==> config.mk <==
export PLATFORM = sky130hd
export DESIGN_NAME = conv_pool_out
export DESIGN_NICKNAME = d
export VERILOG_FILES = /design/src/rtl/conv_pool_out.sv
export SDC_FILE = /design/constraint.sdc
export NUM_CORES = 1
export LEC_CHECK = 0
export CORE_AREA = 10 10 110 63
export CTS_CLUSTER_SIZE = 16
export DETAILED_ROUTE_END_ITERATION = 12
export DIE_AREA = 0 0 120 73
export PLACE_DENSITY = 0.9
export SLEW_MARGIN = 20
export SYNTH_ARGS = -nofsm -noshare
export SYNTH_HDL_FRONTEND = slang
export SYNTH_SLANG_ARGS = --single-unit
==> constraint.sdc <==
create_clock -name clk -period 8.1 [get_ports clk]
set_input_delay 1.62 -clock clk [delete_from_list [all_inputs] [get_ports clk]]
set_output_delay 1.62 -clock clk [all_outputs]
set_load 0.05 [all_outputs]
==> src/rtl/conv_pool_out.sv <==
// Max-pools POOL consecutive conv results per frame, optional ReLU, saturates to OUT_WIDTH.
// Latency: result registered 1 cycle after the group-completing input transfer.
// Backpressure: s_ready drops only when a completing sample meets a stalled, unsent result.
module conv_pool_out #(
  parameter int IN_WIDTH  = 21,
  parameter int OUT_WIDTH = 16,
  parameter int POOL      = 2,
  parameter int FRAME_LEN = 97,
  parameter int RELU      = 1
) (
  input  logic                 clk,
  input  logic                 reset,
  input  logic                 s_valid,
  output logic                 s_ready,
  input  logic [IN_WIDTH-1:0]  s_data_in,
  output logic                 m_valid,
  input  logic                 m_ready,
  output logic [OUT_WIDTH-1:0] m_data_out,
  output logic                 m_last
);

  localparam int FW = (FRAME_LEN > 1) ? $clog2(FRAME_LEN) : 1;
  localparam int GW = $clog2(POOL);
  localparam logic [FW-1:0] FRAME_END = FW'(FRAME_LEN - 1);
  localparam logic [GW-1:0] GRP_END   = GW'(POOL - 1);
  // Output range limits expressed at the input width so saturation is the only narrowing.
  localparam logic signed [IN_WIDTH-1:0] SAT_HI =
      {{(IN_WIDTH-OUT_WIDTH+1){1'b0}}, {(OUT_WIDTH-1){1'b1}}};
  localparam logic signed [IN_WIDTH-1:0] SAT_LO =
      {{(IN_WIDTH-OUT_WIDTH+1){1'b1}}, {(OUT_WIDTH-1){1'b0}}};

  typedef enum logic {GRP_EMPTY, GRP_ACCUM} grp_state_t;

  grp_state_t                  grp_state;
  logic [GW-1:0]               grp_cnt;
  logic [FW-1:0]               frame_cnt;
  logic signed [IN_WIDTH-1:0]  run_max;

  logic signed [IN_WIDTH-1:0]  sample;
  logic signed [IN_WIDTH-1:0]  grp_max;
  logic signed [IN_WIDTH-1:0]  relu_val;
  logic [OUT_WIDTH-1:0]        sat_val;
  logic                        frame_end;
  logic                        completing;
  logic                        in_xfer;

  assign sample     = $signed(s_data_in);
  assign frame_end  = (frame_cnt == FRAME_END);
  // A short final group closes at the frame boundary without padding.
  assign completing = (grp_cnt == GRP_END) || frame_end;
  // Only a completing sample needs the output register free (or freeing this cycle).
  assign s_ready    = !(completing && m_valid && !m_ready);
  assign in_xfer    = s_valid && s_ready;

  // Running max including the current sample, then ReLU and saturation of that value.
  always_comb begin
    grp_max = sample;
    if (grp_state == GRP_ACCUM && run_max > sample) grp_max = run_max;
    relu_val = grp_max;
    if (RELU != 0 && grp_max[IN_WIDTH-1]) relu_val = '0;
    if (relu_val > SAT_HI)      sat_val = SAT_HI[OUT_WIDTH-1:0];
    else if (relu_val < SAT_LO) sat_val = SAT_LO[OUT_WIDTH-1:0];
    else                        sat_val = relu_val[OUT_WIDTH-1:0];
  end

  // Frame/group counters and the EMPTY/ACCUM group state advance on each accepted sample.
  always_ff @(posedge clk or negedge reset) begin
    if (!reset) begin
      grp_state <= GRP_EMPTY;
      grp_cnt   <= '0;
      frame_cnt <= '0;
      run_max   <= '0;
    end else if (in_xfer) begin
      frame_cnt <= frame_end ? '0 : frame_cnt + FW'(1);
      run_max   <= grp_max;
      if (completing) begin
        grp_cnt   <= '0;
        grp_state <= GRP_EMPTY;
      end else begin
        grp_cnt   <= grp_cnt + GW'(1);
        grp_state <= GRP_ACCUM;
      end
    end
  end

  // Output register: a new completion wins over draining, giving bubble-free throughput.
  always_ff @(posedge clk or negedge reset) begin
    if (!reset) begin
      m_valid    <= 1'b0;
      m_last     <= 1'b0;
      m_data_out <= '0;
    end else if (in_xfer && completing) begin
      m_valid    <= 1'b1;
      m_last     <= frame_end;
      m_data_out <= sat_val;
    end else if (m_valid && m_ready) begin
      m_valid    <= 1'b0;
      m_last     <= 1'b0;
    end
  end

endmodule

==> results.txt, run 1 <==
Max-cap viol count: 0
Vias in the first global route: 2201
Worst setup margin: 3357 ps
Initial drt markers: 175
Unrepaired setup endpoints after global routing: false
Post-CTS Hold Buffers: 0
First-pass GRT wire length: 11130 um
Clk root buf: clkbuf_8
Fin area: 0.003259 mm^2
H-tree levels: 2
Die ar.: 0.008760 mm^2
Nets@finish: 362
Yosys top cell by area: dfrtp_1
Cells after Synth: 272
PortBufs: 43
Minimum clock period: 4743 ps
Hold_ws: 483.8 ps
CTS tree: built
Final count of pins violating max slew: 0
Reg2reg setup slack: 4850 ps
Leakage: 0.001570 uW
Net Count, Synth: 320
Dpl cell area: 0.003171 mm^2
Vias/cell: 5.678
GP Congestion: 0.8437
Core area: 0.005159 mm^2
Setup crit end: run_max[15]$_DFFE_PN0P_
CTS buffer count: 5
Highest achievable clock rate: 210.9 MHz
Sinks on Clock Net: 47
Peak VDD IR: 0.1782 mV
Initial Util: 52.34%
Status: finished clean
FF-to-FF End: run_max[15]$_DFFE_PN0P_
WL/cell: 17.10 um
Top-count cell post-synth: dfrtp_1
Period Utilization, post-route: 58.55%
ANT nets after route: 0
Crit end category: flip-flop
Antenna Cells: 0
Ys flop type: dfrtp_1
Post-synth top area share: 43.56%
Slowest stage delay, CP: 660 ps
Die Height: 73 um
Final hold violations: 0
Clock skew: 6.050 ps
DRT Pass-1 Iters: 4
Peak fanout along the critical path: 21
TNS Setup: 0 ps
Pwr Density: 389.0 mW/mm^2
Routed WL: 6634 um
CTS clk-pin slew, worst paths: 90 ps
Hold Crit Class: reg2reg
Max-slew headroom: 46.61%
GRT Total Usage: 15.69%
EDFF count, synth: 0
Clk_lat worst skew: 310 ps
Place WS: 2740 ps
Mean Syn Cell Area: 9.927 um^2
Synth cell types: 41
Pin count of the biggest net entering global routing: 48
Die width: 120 um
Area Overhead vs Synth: 20.71%
Filler cells: 437
Synth warn: 0
Initial antenna violation count: 0
Async SR Flop Fraction: 100.0%
Critical path required time: 8300 ps
DR DRC count: 0
Hold path start: frame_cnt[6]$_DFFE_PN0P_
Worst Tran Pin Value: 798.4 ps
Reg2Reg Launch Point: run_max[20]$_DFFE_PN0P_
Total grt overflow: 0
Clk buf depth: 2
Startpoint Class: input port
Syn Std Cell Area: 0.002700 mm^2
Final Setup Violations: 0
# IOs: 44
Crit path cell chain: clkdlybuf4s50_1, inv_1, ha_1, nand4_1, nor4_1, a221o_1, a21oi_2, nand2_1, xnor2_2, a21o_2, mux2_2
Rows: 19
Worst-case reg-to-reg path depth: 9
Post_cts resized: 0
CP startpoint: s_data_in[20]
Pwr Total: 1268 uW
Post-CTS setup buffers: 0
WS Path Type: in2reg
Post-DP HPWL: 5129 um
Register area share after synthesis: 43.56%
Via count: 2203
Top post-synthesis cells by count: dfrtp_1 (47), nand2_1 (43), inv_1 (32), ha_1 (23)
Post-synthesis register bit count: 47
Area contributors post-synth: dfrtp_1 (44%), ha_1 (11%), mux2_4 (6.7%)
Ratio of cells with drive above 1 in the final layout: 9.206%
Arrival time worst endpoint: 4940 ps
Slowest cell on the critical path: a21o_2
[routing by layer]
layer	up-vias	track usage, %	wire length [um]
met1	1067	21.90	3130
met5	-	0	0
met3	7	4.710	608
met4	0	3.856	53
li1	1040	-	-
met2	89	23.12	2842
[worst min-delay path by stage]
stage	endpoint	slack, ps	cells after the start
floorplan	frame_cnt[6]$_DFFE_PN0P_	440	1
global placement	frame_cnt[6]$_DFFE_PN0P_	470	1
detailed placement	frame_cnt[6]$_DFFE_PN0P_	480	1
CTS	frame_cnt[6]$_DFFE_PN0P_	490	1
global route	frame_cnt[6]$_DFFE_PN0P_	510	1
finish	frame_cnt[6]$_DFFE_PN0P_	480	1
[critical path: cells and delay by family]
| kind | cells | cell delay, ps |
|---|---|---|
| AND/OR/NAND/NOR | 3 | 360 |
| multiplexers | 1 | 400 |
| XOR/XNOR | 1 | 380 |
| adder cells (fa/ha/maj) | 1 | 390 |
| buffers and inverters | 2 | 620 |
| AO/OA/AOI/OAI | 3 | 1150 |
[layout make-up]
cell class | instances | area [um^2] | area share [%]
Clock buffer | 6 | 72.57 | 2.226
Clock inverter | 2 | 12.51 | 0.3839
Inverter | 32 | 120.1 | 3.685
Multi-Input combinational cell | 184 | 1351 | 41.46
Sequential cell | 47 | 1176 | 36.08
Tap cell | 73 | 91.34 | 2.802
Timing Repair Buffer | 44 | 435.4 | 13.36
[sequential cells by signal, indices dropped and copies added, names as in the netlist]
signal	flops
m_data_out	16
m_valid	1
frame_cnt	7
grp_state	1
run_max	21
m_last	1
[power by group]
part           leakage (uW)  internal, uW  switching [uW]
logic              0.000969           283             403
clock network     0.0000412          60.4            81.3
registers          0.000560           349            91.1
[kinds of logic after synthesis]
kind of cell             synth area share [%]
AND/OR/NAND/NOR                         16.40
flip-flops                              43.56
AO/OA/AOI/OAI                           11.54
adder cells (fa/ha/maj)                 10.66
buffers and inverters                   6.441
XOR/XNOR                               0.9270
multiplexers                            10.47
[layout by cell type (no fill, tap or decap), types with 2 or more instances in the layout]
cell,n
clkdlybuf4s50_1,42
buf_4,2
mux2_4,12
and3b_1,2
nor4_1,2
ha_1,23
mux2i_1,8
nor3_1,2
nand2b_1,2
mux2_2,2
clkbuf_8,5
o21ai_0,11
a21oi_1,10
dfrtp_1,47
inv_1,32
a21o_1,3
o41ai_1,2
o2111ai_1,9
nand3_1,12
nor2b_1,2
nand2_1,43
nand4_1,10
nor2_1,10
[stage by stage]
stage | cells | utilization [%]
after floorplan | 272 | -
after detailed placement | 380 | 61.46
after global routing | 388 | 63.18
final | 388 | 63.18
after global placement | 380 | 61.46
after CTS | 388 | 63.11
No activity file was read; power rests on OpenSTA's default activity.
==> inputs of run 2 (changes only) <==
--- a/config.mk
+++ b/config.mk
@@ -5,11 +5,11 @@
 export SDC_FILE = /design/constraint.sdc
 export NUM_CORES = 1
 export LEC_CHECK = 0
-export CORE_AREA = 10 10 110 63
+export CORE_AREA = 10 10 112 64
 export CTS_CLUSTER_SIZE = 16
 export DETAILED_ROUTE_END_ITERATION = 12
-export DIE_AREA = 0 0 120 73
-export PLACE_DENSITY = 0.9
+export DIE_AREA = 0 0 122 74
+export PLACE_DENSITY = 0.87
 export SLEW_MARGIN = 20
 export SYNTH_ARGS = -nofsm -noshare
 export SYNTH_HDL_FRONTEND = slang
==> constraint.sdc (replaced) <==
create_clock -name clk -period 4.6 [get_ports clk]
set_input_delay 0.92 -clock clk [delete_from_list [all_inputs] [get_ports clk]]
set_output_delay 0.92 -clock clk [all_outputs]
set_load 0.05 [all_outputs]
==> results.txt, run 2 (synthesized netlist as in run 1, its figures left out) <==
Commonest non-fill, non-tap cell in the layout: dfrtp_1
Clk buf depth: 2
Clock skew: 5.666 ps
Final hold violations: 0
Hold_ws: 478.9 ps
Crit end category: flip-flop
Vias in the first global route: 2223
Minimum clock period: 3802 ps
Core area: 0.005254 mm^2
Pwr Density: 686.2 mW/mm^2
Post-DP HPWL: 5036 um
Final Setup Violations: 0
Gate power share: 53.8%
WL/cell: 16.79 um
Total grt overflow: 0
Leakage: 0.001594 uW
DR DRC count: 0
Die Height: 74 um
First-pass GRT wire length: 10940 um
Die width: 122 um
ANT nets after route: 0
Biggest register: run_max
Filler cells: 433
Max-slew headroom: 30.77%
DRT Pass-1 Iters: 4
Footprint of the multi-input gates: 0.001350 mm^2
TNS Setup: 0 ps
Largest regs: run_max: 21 flops, m_data_out: 16 flops, frame_cnt: 7 flops
Unrepaired setup endpoints after global routing: false
Rows: 19
Die ar.: 0.009028 mm^2
FF/Latch Area: 0.001176 mm^2
Clk_lat worst skew: 290 ps
Initial Util: 51.39%
Routed WL: 6563 um
Place WS: 569.8 ps
CTS buffer count: 5
Vias/cell: 5.506
Critical path required time: 4780 ps
Worst setup margin: 798.0 ps
Internal power: 1256 uW
Period Utilization, post-route: 82.65%
Clock power share: 12.1%
WS Path Type: in2reg
Area Overhead vs Synth: 22.20%
CTS clk-pin slew, worst paths: 90 ps
Post-Layout Cell Count: 391
Most frequent cells in the layout: dfrtp_1 (47), nand2_1 (43), clkdlybuf4s50_1 (42)
Hold Crit Class: reg2reg
Ratio of cells with drive above 1 in the final layout: 10.06%
Post-CTS Hold Buffers: 0
Worst Tran Pin Value: 1034 ps
Fin area: 0.003299 mm^2
Pin count of the biggest net entering global routing: 48
Clk root buf: clkbuf_8
Status: finished clean
GP Congestion: 0.8478
Arrival time worst endpoint: 3990 ps
H-tree levels: 2
Initial antenna violation count: 0
Max-cap viol count: 0
Post_cts resized: 0
Max reg flops: 21
Nets@finish: 365
Via count: 2153
Final count of pins violating max slew: 0
Sequential power share: 34.1%
Reg2reg setup slack: 1580 ps
Antenna Cells: 0
Startpoint Class: input port
GRT Total Usage: 14.94%
PortBufs: 43
NetSw: 1008 uW
Sinks on Clock Net: 47
Initial drt markers: 147
Highest achievable clock rate: 263.0 MHz
Placed cells: 383
Sw frac: 44.54%
Peak VDD IR: 0.3045 mV
# IOs: 44
CTS tree: built
Peak fanout along the critical path: 11
Post-CTS setup buffers: 0
Dpl cell area: 0.003193 mm^2
run 2: final timing paths:
check	from	to	cells past startpoint
setup / recovery	s_data_in[3]	run_max[15]$_DFFE_PN0P_	12
max in group asynchronous	reset	run_max[16]$_DFFE_PN0P_	1
hold / removal	frame_cnt[6]$_DFFE_PN0P_	frame_cnt[6]$_DFFE_PN0P_	1
min in group asynchronous	reset	m_data_out[15]$_DFFE_PN0P_	1
setup reg to reg	run_max[20]$_DFFE_PN0P_	run_max[15]$_DFFE_PN0P_	9
hold reg to reg	frame_cnt[6]$_DFFE_PN0P_	frame_cnt[6]$_DFFE_PN0P_	1
run 2: cell type report:
type                       count  share of cell area, %
inverter                      32                  3.640
sequential                    47                  35.65
timing repair buffer          47                  13.88
multi-input combinational    184                  40.92
clock inverter                 1                 0.2275
clock buffer                   7                  2.920
tap                           73                  2.768
run 2: metrics by stage:
step / utilization (%) / power [uW]
CTS: 62.75 / 2272
global placement: 60.78 / 1932
detailed placement: 60.78 / 1985
finish: 62.80 / 2264
global route: 62.80 / 2427
floorplan: - / 1624
run 2: power by group through the flow:
stage | logic, uW | registers, uW | clock network, uW
global placement | 1170 | 761 | 0
CTS | 1220 | 769 | 280
floorplan | 638 | 986 | 0
detailed placement | 1210 | 776 | 0
finish | 1220 | 772 | 275
global route | 1330 | 801 | 298
run 2: worst max-delay path, cell delays in order:
cell and delay (ps):
clkdlybuf4s50_1 530, inv_1 60, ha_1 310, a21o_1 180
a21oi_1 140, o21ai_0 180, a2bb2oi_1 320, nand2_1 150
xnor2_2 380, a21o_1 200, buf_4 240, mux2_2 360
run 2: per-layer routing:
layer	share of wire [%]	global-route usage (%)
met2	43	22.51
met5	0	0
met3	6.9	4.532
met1	50	21.04
met4	0.34	2.365
